--- src/rtl/rom_pkg.sv ---
// Shared definitions for the operand memory: geometry, loader states and
// the packed operand field positions used by both write and read sides.
package rom_pkg;

  localparam int DATA_WIDTH = 32;
  localparam int RAM_DEPTH  = 256;
  localparam int ADDR_WIDTH = $clog2(RAM_DEPTH);

  // Packed operand word layout: {a, b}
  localparam int OPA_MSB = 31;
  localparam int OPA_LSB = 16;
  localparam int OPB_MSB = 15;
  localparam int OPB_LSB = 0;

  typedef enum logic [1:0] {
    IDLE,
    LOAD,
    DONE
  } loader_state_t;

endpackage

--- src/rtl/word_dup_detect.sv ---
// Flags a written word equal to the previous word written in the same load.
// The first write after a clear never flags.
module word_dup_detect #(
  parameter int DATA_WIDTH = rom_pkg::DATA_WIDTH
) (
  input  logic                  clk,
  input  logic                  reset_n,
  input  logic                  clear,
  input  logic                  we,
  input  logic [DATA_WIDTH-1:0] wdata,
  output logic                  dup_out
);

  logic [DATA_WIDTH-1:0] prev_word;
  logic                  have_prev;

  always_ff @(posedge clk or negedge reset_n) begin
    if (!reset_n) begin
      prev_word <= '0;
      have_prev <= 1'b0;
      dup_out   <= 1'b0;
    end else if (clear) begin
      have_prev <= 1'b0;
      dup_out   <= 1'b0;
    end else if (we) begin
      dup_out   <= have_prev && (wdata == prev_word);
      prev_word <= wdata;
      have_prev <= 1'b1;
    end
  end

endmodule

--- src/rtl/ram_loader_sp.sv ---
// Stream-to-RAM loader: writes accepted words to consecutive addresses from a
// programmable base, wrapping modulo depth, with a one-cycle write latency.
module ram_loader_sp #(
  parameter  int DATA_WIDTH = rom_pkg::DATA_WIDTH,
  parameter  int RAM_DEPTH  = rom_pkg::RAM_DEPTH,
  localparam int ADDR_WIDTH = $clog2(RAM_DEPTH)
) (
  input  logic                  clk,
  input  logic                  reset_n,
  input  logic                  start,
  input  logic [ADDR_WIDTH-1:0] base_addr,
  input  logic [ADDR_WIDTH:0]   length,
  input  logic                  s_valid,
  input  logic [DATA_WIDTH-1:0] s_data,
  output logic                  s_ready,
  output logic                  ram_we,
  output logic [ADDR_WIDTH-1:0] ram_addr,
  output logic [DATA_WIDTH-1:0] ram_wdata,
  output logic                  busy,
  output logic                  done,
  output logic [ADDR_WIDTH:0]   words_written,
  output logic                  dup_out
);

  import rom_pkg::*;

  localparam int                    LEN_WIDTH = ADDR_WIDTH + 1;
  localparam logic [LEN_WIDTH-1:0]  DEPTH_LEN = LEN_WIDTH'(RAM_DEPTH);
  localparam logic [ADDR_WIDTH-1:0] LAST_ADDR = ADDR_WIDTH'(RAM_DEPTH - 1);

  loader_state_t         state;
  logic [ADDR_WIDTH-1:0] wr_ptr;
  logic [LEN_WIDTH-1:0]  remaining;
  logic [LEN_WIDTH-1:0]  length_sat;
  logic                  xfer;
  logic                  load_start;

  always_comb begin
    s_ready    = (state == LOAD);
    xfer       = s_valid && s_ready;
    load_start = (state == IDLE) && start;
    length_sat = (length > DEPTH_LEN) ? DEPTH_LEN : length;
  end

  always_ff @(posedge clk or negedge reset_n) begin
    if (!reset_n) begin
      state         <= IDLE;
      wr_ptr        <= '0;
      remaining     <= '0;
      ram_we        <= 1'b0;
      ram_addr      <= '0;
      ram_wdata     <= '0;
      busy          <= 1'b0;
      done          <= 1'b0;
      words_written <= '0;
    end else begin
      ram_we <= 1'b0;
      done   <= 1'b0;
      unique case (state)
        IDLE: begin
          if (start) begin
            wr_ptr        <= base_addr;
            remaining     <= length_sat;
            words_written <= '0;
            busy          <= 1'b1;
            if (length_sat == '0) begin
              state <= DONE;
              done  <= 1'b1;
            end else begin
              state <= LOAD;
            end
          end
        end
        LOAD: begin
          if (s_valid) begin
            ram_we        <= 1'b1;
            ram_addr      <= wr_ptr;
            ram_wdata     <= s_data;
            // explicit wrap keeps non-power-of-two depths in range
            wr_ptr        <= (wr_ptr == LAST_ADDR) ? '0 : wr_ptr + 1'b1;
            remaining     <= remaining - 1'b1;
            words_written <= words_written + 1'b1;
            if (remaining == LEN_WIDTH'(1)) begin
              state <= DONE;
              done  <= 1'b1;
            end
          end
        end
        DONE: begin
          state <= IDLE;
          busy  <= 1'b0;
        end
        default: state <= IDLE;
      endcase
    end
  end

  word_dup_detect #(
    .DATA_WIDTH (DATA_WIDTH)
  ) u_dup (
    .clk     (clk),
    .reset_n (reset_n),
    .clear   (load_start),
    .we      (xfer),
    .wdata   (s_data),
    .dup_out (dup_out)
  );

endmodule

--- config.mk ---
export PLATFORM = sky130hd
export DESIGN_NAME = ram_loader_sp
export DESIGN_NICKNAME = d
export VERILOG_FILES = /design/src/rtl/rom_pkg.sv /design/src/rtl/word_dup_detect.sv /design/src/rtl/ram_loader_sp.sv
export SDC_FILE = /design/constraint.sdc
export NUM_CORES = 1
export LEC_CHECK = 0
export ABC_CLOCK_PERIOD_IN_PS = 2640
export CAP_MARGIN = 20
export CORE_MARGIN = 5
export CORE_UTILIZATION = 45
export CTS_CLUSTER_DIAMETER = 150
export DETAILED_ROUTE_END_ITERATION = 8
export PLACE_DENSITY = 0.73
export SLEW_MARGIN = 20
export SYNTH_ARGS = -nofsm -noshare
export SYNTH_HDL_FRONTEND = slang
export SYNTH_SLANG_ARGS = --single-unit
--- constraint.sdc ---
create_clock -name clk -period 2.64 [get_ports clk]
set_input_delay 0.264 -clock clk [delete_from_list [all_inputs] [get_ports clk]]
set_output_delay 0.264 -clock clk [all_outputs]
set_load 0.05 [all_outputs]
==> results.txt <==
----------------------------------------------------
[Timing]
  Final clock skew ... 0.00782 ns
  Setup TNS ... 0 ns
  Post-route fraction of the period consumed by the critical path ... 75.8%
  Least-Margin Pin Slew ... 0.696 ns
  Max-Slew Margin vs Limit ... 53.2%
  Setup-violating endpoint count in the final report ... 0
  Maximum achievable frequency ... 0.500 GHz
  RSZ-0062 raised after global routing ... false
  Number of max-slew violations in the final report ... 0
  Worst hold margin ... 0.472 ns
  Shortest period the worst path allows ... 2.00 ns
  Hold Violations, Final ... 0

[Critical path]
  End of the worst register-to-register path ... u_dup.prev_word[19]
  Crit Path Category ... register to primary output
  Crit end category ... primary output
  Startpoint of the most critical register-to-register path ... state[1]
  Required @ worst endpoint ... 2.38 ns
  Critical Path Max Stage Delay ... 0.86 ns
  WP buf/inv ... 1
  Reg-to-reg slack, setup ... 0.89 ns
  Number of cells on the worst reg-to-reg path ... 5
  Critical Path Source Type ... register
  CP Launch Point ... words_written[0]
  CP max FO ... 6
  Crit path capture ... words_written[0]
  Worst path slowest cell ... sky130_fd_sc_hd__clkdlybuf4s50_1
  Worst path cell trace ... clkdlybuf4s50_1
  Worst EP arrival ... 1.74 ns
  Crit. path cell count ... 1
  Cell family with the largest share of critical-path delay ... buffers and inverters

[Final layout]
  Layout overhead on the synthesized area ... 30.5%
  Total of fill cells in the finished design ... 904
  Post-Route Utilization ... 59.6%
  Antenna diode count ... 0
  Share of final-layout standard cells stronger than drive strength 1 ... 5.36%
  Number of nets in the layout ... 668
  Final design instance area without fill ... 0.00607 mm²

[Yosys]
  Most used DFF post-synth ... sky130_fd_sc_hd__dfrtp_1
  Most frequent cell after synthesis ... sky130_fd_sc_hd__nand2_1
  Count of mapped cells out of synthesis ... 505
  Cell area after synthesis ... 0.00466 mm²
  Number of synthesized flops with an enable pin ... 0
  Average size of a mapped cell ... 9.22 µm²
  Flip-flop and latch count after synthesis ... 105
  Top cells by instance count after synthesis ... sky130_fd_sc_hd__nand2_1 (201), sky130_fd_sc_hd__dfrtp_1 (105), sky130_fd_sc_hd__xor2_1 (28), sky130_fd_sc_hd__nor2_1 (24), sky130_fd_sc_hd__o21ai_0 (21)
  Count of different cell masters after synthesis ... 42
  Cell types with the largest area share after synthesis ... sky130_fd_sc_hd__dfrtp_1 (56%), sky130_fd_sc_hd__nand2_1 (16%), sky130_fd_sc_hd__xor2_1 (5.3%), sky130_fd_sc_hd__o21ai_0 (2.3%), sky130_fd_sc_hd__nor2_1 (1.9%)
  Number of warnings issued by yosys ... 0
  Portion of synthesized cell area occupied by the leading cell type ... 56.4%
  Async set-reset flop share out of synthesis ... 100%
  Net count after synthesis ... 562
  Largest area contributor in the netlist ... sky130_fd_sc_hd__dfrtp_1
  Sequential fraction of the synthesis area ... 56.4%

[Clock tree]
  Number of buffers on the longest clock path ... 2
  Root Buffer Master ... sky130_fd_sc_hd__clkbuf_8
  Insertion delay of the later-clocked pin in the worst-skew pair ... 0.36 ns
  CTS tree ... built
  Number of buffers created by CTS ... 9
  CTS sink cnt ... 105
  H-Tree Depth ... 3
  Count of cells resized by post-cts repair ... 0
  Clock transition at the registers of the reported paths ... 0.10 ns

[Routing]
  Routed vias ... 3842
  Violation count after the first detailed-route iteration ... 158
  Detail Route Antenna Nets ... 0
  Routed length per placed instance ... 14.8 µm
  Number of design rule violations left after detail routing ... 0
  Vias/cell ... 5.11
  Total wirelength of the detailed-routed design ... 11.1 mm
  DRT Pass-1 Iters ... 4

[Pwr]
  Leak ... 2.87 nW
  Ratio of total power to cell area ... 1100 mW/mm²
  Highest ir drop seen on vdd ... 567 µV

[Floorplan]
  Die span in x ... 112 µm
  Vertical die dimension ... 112 µm
  Top-Level Pins ... 107
  Core Box Area ... 0.0102 mm²
  Initial Util ... 45.7%
  Number of rows created at floorplan ... 37
  Die area ... 0.0125 mm²

[Hold path]
  Worst Hold Class ... primary input to async pin

[Global routing]
  Overall fraction of global-route tracks in use ... 18.5%
  Number of antenna violations at the first check in global routing ... 0
  Maximum number of pins on one net before global-route repair ... 60
  Residual overflow from global routing ... 0
  Global-route wire length before repair ... 19.0 mm
  Vias in the first global route ... 4067

[Flow run]
  Maximum capacitance violations ... 0

[Placed design]
  Area after DPL ... 0.00585 mm²
  Routability congestion estimate from global placement ... 0.864
  Port buffer count ... 106
  Half-perimeter wire length after placement ... 7.95 mm

[Status]
  Run status ... completed

----------------------------------------------------
metrics by stage:
stage / total power [mW] / setup WS, ns / instances
6_report: 6.68 / 0.638 / 752
3_5_place_dp: 5.69 / 0.531 / 735
4_1_cts: 6.75 / 0.625 / 752
2_1_floorplan: 4.65 / 1.02 / 505
5_1_grt: 7.14 / 0.567 / 752
3_3_place_gp: 5.60 / 0.605 / 735
worst min path at each step:
stage,startpoint,end,slack [ns],depth (start not counted)
after floorplan,reset_n,busy,-0.03,0
after global placement,reset_n,wr_ptr[5],0.34,1
after CTS,s_data[11],ram_wdata[11],0.47,3
after global routing,s_data[4],u_dup.prev_word[4],0.48,3
final,reset_n,ram_addr[6],0.47,2
after detailed placement,reset_n,wr_ptr[7],0.35,1
where the power goes:
part           internal [mW]  switching [mW]
clock network          0.496           0.551
logic                   1.06            1.97
registers               2.14           0.462
cell families after synthesis:
| logic type | Yosys count | share of synthesized area (%) |
|---|---|---|
| AO/OA/AOI/OAI | 65 | 8.38 |
| flip-flops | 105 | 56.4 |
| buffers and inverters | 27 | 2.66 |
| XOR/XNOR | 37 | 6.96 |
| AND/OR/NAND/NOR | 267 | 24.5 |
| adder cells (fa/ha/maj) | 4 | 1.08 |
per-layer routing:
layer	vias up	global-route usage [%]	wire length [µm]	share of wire [%]
met2	112	30.9	5320	48
met4	0	3.97	105	0.94
met1	1845	21.8	4770	43
met5	-	0	0	0
met3	14	8.64	920	8.3
li1	1871	-	-	-
placed cells by master, fill, tap and decap left out, types with 2 or more instances in the layout:
cell	instances
sky130_fd_sc_hd__a21oi_1	17
sky130_fd_sc_hd__a22oi_1	3
sky130_fd_sc_hd__a31oi_1	7
sky130_fd_sc_hd__a32oi_1	2
sky130_fd_sc_hd__and2_1	2
sky130_fd_sc_hd__and3_1	4
sky130_fd_sc_hd__buf_4	8
sky130_fd_sc_hd__clkbuf_8	11
sky130_fd_sc_hd__clkdlybuf4s50_1	104
sky130_fd_sc_hd__dfrtp_1	105
sky130_fd_sc_hd__ha_1	4
sky130_fd_sc_hd__inv_1	7
sky130_fd_sc_hd__inv_6	2
sky130_fd_sc_hd__nand2_1	201
sky130_fd_sc_hd__nand2b_1	2
sky130_fd_sc_hd__nand3_1	4
sky130_fd_sc_hd__nand4_1	7
sky130_fd_sc_hd__nor2_1	24
sky130_fd_sc_hd__nor3_1	5
sky130_fd_sc_hd__nor4_1	9
sky130_fd_sc_hd__o21ai_0	21
sky130_fd_sc_hd__o21ai_1	4
sky130_fd_sc_hd__o22a_1	2
sky130_fd_sc_hd__o22ai_1	2
sky130_fd_sc_hd__o41ai_1	2
sky130_fd_sc_hd__or3_1	2
sky130_fd_sc_hd__xnor2_1	9
sky130_fd_sc_hd__xor2_1	28
state kept, by name, summed over array words and instances, names as in the netlist:
register and cells:
ram_wdata 32, u_dup.prev_word 32, remaining 9, words_written 9
ram_addr 8, wr_ptr 8, state 2, busy 1
done 1, ram_we 1, u_dup.dup_out 1, u_dup.have_prev 1
area by class of cell:
class | count | area (µm²) | share of cell area, %
Sequential cell | 105 | 2630 | 43.3
Multi-Input combinational cell | 373 | 1900 | 31.3
Timing Repair Buffer | 114 | 1130 | 18.6
Tap cell | 136 | 170 | 2.80
Clock buffer | 11 | 151 | 2.49
Clock inverter | 5 | 60.1 | 0.989
Inverter | 8 | 30.0 | 0.494
what timing repair did:
item,4_1_cts,5_1_grt
endpoints found under the hold margin,49,0
endpoints found under the setup margin,0,0
buffers inserted,0,0
hold buffers,1,0
No activity file was read; power rests on OpenSTA's default activity.
